### src/rtl/both_negedge_unit.sv
// Falling-edge probe: counts falling clk edges since reset release and reports
// release pulse, toggle, sticky wrap and registered reset status.
module both_negedge_unit #(
   parameter int unsigned WIDTH = 8
) (
   input  logic             clk,
   input  logic             rst,
   output logic [WIDTH-1:0] cnt,
   output logic             tog,
   output logic             rel_pulse,
   output logic             wrapped,
   output logic             in_reset
);

   logic rst_q;

   // rst is sampled only here, so a change in the same time step as the
   // falling edge is seen at the following falling edge.
   always_ff @(negedge clk) begin
      if (rst) begin
         cnt       <= '0;
         tog       <= 1'b0;
         rel_pulse <= 1'b0;
         wrapped   <= 1'b0;
         in_reset  <= 1'b1;
         rst_q     <= 1'b1;
      end else if (rst_q) begin
         // Release edge: flagged but not counted.
         cnt       <= '0;
         rel_pulse <= 1'b1;
         in_reset  <= 1'b0;
         rst_q     <= 1'b0;
      end else begin
         cnt       <= cnt + 1'b1;
         tog       <= ~tog;
         rel_pulse <= 1'b0;
         in_reset  <= 1'b0;
         if (cnt == '1) begin
            wrapped <= 1'b1;
         end
      end
   end

endmodule

### config.mk
export PLATFORM = sky130hd
export DESIGN_NAME = both_negedge_unit
export DESIGN_NICKNAME = d
export VERILOG_FILES = /design/src/rtl/both_negedge_unit.sv
export SDC_FILE = /design/constraint.sdc
export NUM_CORES = 1
export LEC_CHECK = 0
export BUFFER_PORTS_ARGS = -buffer_cell sky130_fd_sc_hd__buf_2
export CAP_MARGIN = 20
export CELL_PAD_IN_SITES_DETAIL_PLACEMENT = 1
export CELL_PAD_IN_SITES_GLOBAL_PLACEMENT = 1
export CORE_MARGIN = 2
export CORE_UTILIZATION = 33
export CTS_CLUSTER_DIAMETER = 50
export CTS_CLUSTER_SIZE = 28
export DETAILED_ROUTE_END_ITERATION = 10
export GPL_TIMING_DRIVEN = 0
export PLACE_DENSITY = 0.78
export SLEW_MARGIN = 10
export SYNTH_ARGS = -nofsm -noshare
export SYNTH_HDL_FRONTEND = slang
export SYNTH_SLANG_ARGS = --single-unit
### constraint.sdc
create_clock -name clk -period 1.6 [get_ports clk]
set_input_delay 0.08 -clock clk [delete_from_list [all_inputs] [get_ports clk]]
set_output_delay 0.08 -clock clk [all_outputs]
set_load 0.03 [all_outputs]
# Word-level counts from Yosys, hierarchy flattened
# Cells that the tools add are included.
# W data, S select, Z words.
[totals]
output_inout_bits = 12
regBits = 12
elab_cells = 13
[op_classes]
reduce_logical = 2
n_mux = 2
addsub = 1
bitwise_logic = 2
eq_ne = 1
[op_table]
columns = ["operator", "n"]
rows = [
  ["$add A8 B1 Y8 const B", 1],
  ["$eq A8 B8 Y1 const B", 1],
  ["$mux W1", 2],
  ["$not A1 Y1", 2],
  ["$reduce_and A2 Y1", 1],
  ["$reduce_or A2 Y1", 1],
]

# Longest topological paths before layout
# Gate-level depths: netlist of the first run.
[depth]
word_depth = 2
depth_mapped = 4
mapped_depth_nobuf = 4

==> flow_summary.ini, run 1 <==
[clock_network]
numCtsBuffers = 3
cts_buffer_depth = 2
hold_buffers = 0
path_clk_slew_ps = 40
tritoncts = built
clock_latency_ps = 340
cts_root_buf = clkbuf_4
numClockSinks = 12
htreeDepth = 1

[worst_setup_path]
crit_buf_inv = 1
start_kind = flip-flop
cp.required_ps = 1520
rr_startpoint = cnt[1]$_SDFF_NP0_
cpLargestDelayFamily = flip-flops
critPathMaxFanout = 2
end_kind = output pin
crit_slowest_cell = dfxtp_4
critPathMaxStageDelay_ps = 340
crit_path_start = rst_q$_DFF_N_
path_cells = buf_6
path_class = reg -> out
arrival_ps = 1610

[timing]
fin_ws_ps = -87.3
hold_violations = 0
grt_setup_unrepaired = true
holdWs_ps = 469
finalMaxSlewViolations = 0
clock_skew_ps = 12.8
setup_viol = 12
worst_pin_slew_ps = 331
maxSlewHeadroom = 0.779

[min_path]
hold_path.class = reg -> reg
worstHoldStart = wrapped$_SDFFE_NP0P_

[synth]
ys_types = 18
syn-instance-count = 47
synth.area.top_cells = dfxtp_1 (55%), xor2_1 (6.0%), nor2_1 (5.2%)
synth_nets = 50
synth-seq-area-share = 0.552
synth_top_area_frac = 0.552
syn_area_per_cell_sq_um = 9.26
yosysWarnings = 0
ys_ff_latch = 12
syn-cell-area_sq_um = 435
synth_top_area_cell = dfxtp_1

[cells_and_area]
fin_area_sq_um = 777
stdcell_count = 101
post-route-util = 0.612
drive_gt1_frac = 0.500
area_growth_syn_to_layout_pct = 78.4
n_antenna_cell = 0
nets = 91

[power]
comb_power_share = 0.091
power_frac_seq = 0.453
p_switching_mw = 0.224
ir_drop_uv = 367
p_clk_frac = 0.456
leakage_nw = 0.373
p_per_area_nw_per_um2 = 881
swShare = 0.328
intPower_mw = 0.460

[place]
dp_cells = 75
gp_congestion = 0.683
dp_hpwl_um = 623
port_buffers = 13
pre_cts_ws_ps = -108
dpl_cell_area_sq_um = 519

[drt]
dr.pass1.iters = 2
viasPerCell = 4.85
wl_um = 1500
first_iter_violations = 6
drc = 0
ant_nets = 0
wire_per_inst_um = 14.9
vias = 490

[die]
die_area_sq_um = 1630
design.portCount = 14
fp.dieH_um = 40.3
start_util = 0.343
dieWidth_um = 40.3
num_rows = 13
fp.coreArea_sq_um = 1270

[global_route]
antenna_found_initial = 0
grt_max_degree = 8
grt_first_pass_wirelength_um = 2270
grt_pass1_vias = 556
gr-total-overflow = 0
grt_usage = 0.227

[job]
maxCapViolCount = 0

[status]
status = finished, violations left
violations = negative setup slack
==> per-layer routing <==
metal / wire length [um] / GRT usage / vias up
li1: - / - / 234
met1: 575 / 0.197 / 231
met2: 787 / 0.353 / 19
met3: 80 / 0.111 / 6
met4: 56 / 0.258 / 0
met5: 0 / 0 / -
==> final timing paths <==
kind | to | slack (ps) | cells past startpoint
min | wrapped$_SDFFE_NP0P_ | 470 | 2
min reg2reg | wrapped$_SDFFE_NP0P_ | 470 | 2
max | in_reset | -90 | 1
max reg2reg | wrapped$_SDFFE_NP0P_ | 120 | 6
==> power groups by stage <==
stage / Combinational (mW) / Clock, mW / Sequential [mW]
6_report: 0.0623 / 0.312 / 0.310
2_1_floorplan: 0.00981 / 0.0499 / 0.334
3_3_place_gp: 0.0375 / 0.0499 / 0.319
5_1_grt: 0.0662 / 0.370 / 0.310
3_5_place_dp: 0.0381 / 0.0499 / 0.319
4_1_cts: 0.0590 / 0.308 / 0.310
==> sequential cells by signal (all words and copies together) (netlist names) <==
name       flops
cnt            8
rel_pulse      1
rst_q          1
tog            1
wrapped        1
==> cells in the mapped netlist <==
master and count:
a21oi_1 4, and2_1 1, clkbuf_1 1, dfxtp_1 12, ha_1 1, inv_1 3
nand2_1 2, nand3_1 3, nand4_1 1, nor2_1 6, nor2b_1 1, o21ai_0 3
or2_2 1, or3_1 2, or3_2 1, or4_1 1, xnor2_1 1, xor2_1 3
==> layout by cell type (no fill, tap or decap) <==
| cell | count |
|---|---|
| inv_1 | 14 |
| buf_6 | 12 |
| buf_4 | 12 |
| dfxtp_2 | 8 |
| nor2_1 | 6 |
| dfxtp_4 | 4 |
| xor2_1 | 3 |
| nand3_1 | 3 |
| o21ai_0 | 3 |
| a21oi_1 | 3 |
| clkbuf_4 | 3 |
| nand2_1 | 2 |
| or3_1 | 2 |
| nand4_1 | 1 |
| or4_1 | 1 |
| a21oi_2 | 1 |
| nor2b_1 | 1 |
| or3_2 | 1 |
| or2_2 | 1 |
| clkbuf_1 | 1 |
| and2_1 | 1 |
| xnor2_1 | 1 |
| ha_1 | 1 |
| buf_2 | 1 |
==> through the flow <==
step,power (mW),setup TNS (ps)
6_report,0.684,-874
5_1_grt,0.746,-1390
4_1_cts,0.677,-801
3_5_place_dp,0.407,-646
3_3_place_gp,0.406,-596
2_1_floorplan,0.394,0
==> cell families (layout without fill, tap and decap cells) <==
kind of cell | after synthesis | after routing | synth area share
compound gates | 7 | 7 | 0.0805
xor+xnor | 4 | 4 | 0.0805
fa+ha+maj | 1 | 1 | 0.0287
buf+inv | 4 | 43 | 0.0345
flops | 12 | 12 | 0.552
simple gates | 19 | 19 | 0.224
==> cell type report <==
type / count / area (sq um)
fill: 155 / 492
clock inverter: 12 / 45.0
clock buffer: 3 / 22.5
inverter: 2 / 7.51
tap: 15 / 18.8
timing repair buffer: 25 / 230
multi-input combinational: 31 / 184
buffer: 1 / 3.75
sequential: 12 / 265
==> repair_timing <==
action | in CTS | in global routing
cloned | 0 | 0
endpoints found under the setup margin | 12 | 12
resized for setup | 40 | 1
setup buffers | 10 | 2
No activity file was read; power rests on OpenSTA's default activity.
==> run 2: changes to the inputs <==
Settings changed: ABC_AREA set to 1, CORE_UTILIZATION 33 to 32.
==> run 2 against run 1 <==
Effect of this change: largest power group unchanged; clock skew rose by 3.5 ps; largest cell class unchanged; critical endpoint is now cnt[2]; die area is 11% higher; setup slack got worse by 17 ps; sequential power shrank 2%; highest routed layer unchanged; synthesized cell count grew 34%; power up 3.1%; the run still ends with negative setup slack left; design area increased by 5.8%.
==> flow_summary.ini, run 2 <==
[worst_setup_path]
path_cells = buf_6
arrival_ps = 1620
crit_slowest_cell = dfxtp_4
cpLargestDelayFamily = flip-flops
cp.required_ps = 1520
start_kind = flip-flop
crit_buf_inv = 1
critPathMaxFanout = 2
critPathMaxStageDelay_ps = 340
reg2reg_slack_ps = 400
end_kind = output pin
path_class = reg -> out

[place]
dp_hpwl_um = 749
dp_cells = 91
gp_congestion = 0.738
port_buffers = 13

[synth]
synth_top_area_frac = 0.509
syn-instance-count = 63
synth_nets = 66
synth_edf_count = 0
synth_top_area_cell = dfxtp_1
ys_types = 13
async_flop_share = 0
yosysWarnings = 0
syn-cell-area_sq_um = 472
synth-seq-area-share = 0.509
ys.flop_type = dfxtp_1
ys_ff_latch = 12
synth.most_common_cell = nor2_1
synthTopCellsByCount = nor2_1 (15), dfxtp_1 (12), nand2_1 (11)
synth.area.top_cells = dfxtp_1 (51%), nor2_1 (12%), nand2_1 (8.8%)
syn_area_per_cell_sq_um = 7.49

[timing]
clock_skew_ps = 16.3
tns_ps = -1020
maxSlewHeadroom = 0.834
worst_pin_slew_ps = 249
grt_setup_unrepaired = true
fin_ws_ps = -105
setup_viol = 12
hold_violations = 0
finalMaxSlewViolations = 0

[power]
ir_drop_uv = 632
power_mw = 0.705
p_per_area_nw_per_um2 = 858
leakage_nw = 0.384

[drt]
dr.pass1.iters = 2
wl_um = 1460
first_iter_violations = 3
drc = 0
viasPerCell = 4.64
ant_nets = 0
wire_per_inst_um = 12.4
vias = 547

[global_route]
antenna_found_initial = 0
grt_usage = 0.176
gr-total-overflow = 0
grt_first_pass_wirelength_um = 2320
grt_pass1_vias = 614
grt_max_degree = 8

[clock_network]
path_clk_slew_ps = 50
cts_root_buf = clkbuf_4
htreeDepth = 1
numClockSinks = 12
tritoncts = built
numCtsBuffers = 3
cts_buffer_depth = 2
clock_latency_ps = 360
hold_buffers = 0

[cells_and_area]
area_growth_syn_to_layout_pct = 74.3
regMostFlops = cnt
drive_gt1_frac = 0.447
stdcell_count = 118
largest_reg_flops = 8
mostFrequentLayoutCells = inv_1 (20), nor2_1 (15), buf_6 (12), buf_4 (12), nand2_1 (11)
fillers = 174
final_common_cell = inv_1
n_antenna_cell = 0
nets = 107

[die]
die_area_sq_um = 1800
design.portCount = 14
dieWidth_um = 42.4
start_util = 0.354
num_rows = 13
fp.dieH_um = 42.4
fp.coreArea_sq_um = 1330

[status]
status = finished, violations left
violations = negative setup slack

[min_path]
hold_path.class = reg -> reg

[job]
maxCapViolCount = 0
==> run 2: changes by cell type after synthesis, sizes merged, moves of 2 or more <==
cell	change
nand2	+10
or3	-3
xor2	-2
nor2	+12
inv	+6
==> run 2: power by group <==
part / internal, mW / total [mW] / switching (mW)
Combinational: 0.0317 / 0.0689 / 0.0372
Sequential: 0.300 / 0.305 / 0.00531
Clock: 0.131 / 0.331 / 0.200
Total: 0.463 / 0.705 / 0.242
==> run 2: metal layers <==
layer  up-vias  wire length, um  GRT usage
met5         -                0          0
met4         0               13      0.119
met3         2               55     0.0905
met2        13              816      0.305
met1       258              574      0.156
li1        274                -          -
==> run 2: final timing paths <==
| kind | end | startpoint | cells past startpoint |
|---|---|---|---|
| setup / recovery | cnt[2] | cnt[2]$_SDFF_NP0_ | 1 |
| hold / removal | wrapped$_SDFFE_NP0P_ | wrapped$_SDFFE_NP0P_ | 2 |
| setup reg to reg | cnt[6]$_SDFF_NP0_ | cnt[0]$_SDFF_NP0_ | 7 |
| hold reg to reg | wrapped$_SDFFE_NP0P_ | wrapped$_SDFFE_NP0P_ | 2 |
==> run 2: cell type report <==
type                            count  area, sq um  area share
Sequential cell                    12          273       0.332
Tap cell                           15         18.8      0.0228
Clock inverter                     13         50.0      0.0609
Timing Repair Buffer               25          230       0.280
Clock buffer                        3         22.5      0.0274
Inverter                            8         30.0      0.0365
Multi-Input combinational cell     42          198       0.240
==> run 2: repair_timing <==
item | CTS | global route
resized for setup | 43 | 0
cloned | 0 | 0
buffers inserted | 10 | 2
setup endpoints to repair | 12 | 12
==> run 2: logic make-up (layout without fill, tap and decap cells) <==
family | count (synthesis) | count (layout) | synth area share
AO/OA/AOI/OAI | 6 | 6 | 0.0716
XOR/XNOR | 1 | 1 | 0.0186
adder cells (fa/ha/maj) | 1 | 1 | 0.0265
buffers and inverters | 9 | 49 | 0.0716
flip-flops | 12 | 12 | 0.509
AND/OR/NAND/NOR | 34 | 34 | 0.302
==> run 2: metrics by stage <==
stage,hold slack [ps],cell area [sq um],utilization,setup WS [ps]
detailed placement,451,556,0.417,28.6
floorplan,574,472,-,184
CTS,464,807,0.605,-100
finish,469,822,0.616,-105
global route,492,822,0.616,-145
global placement,445,556,0.417,31.8
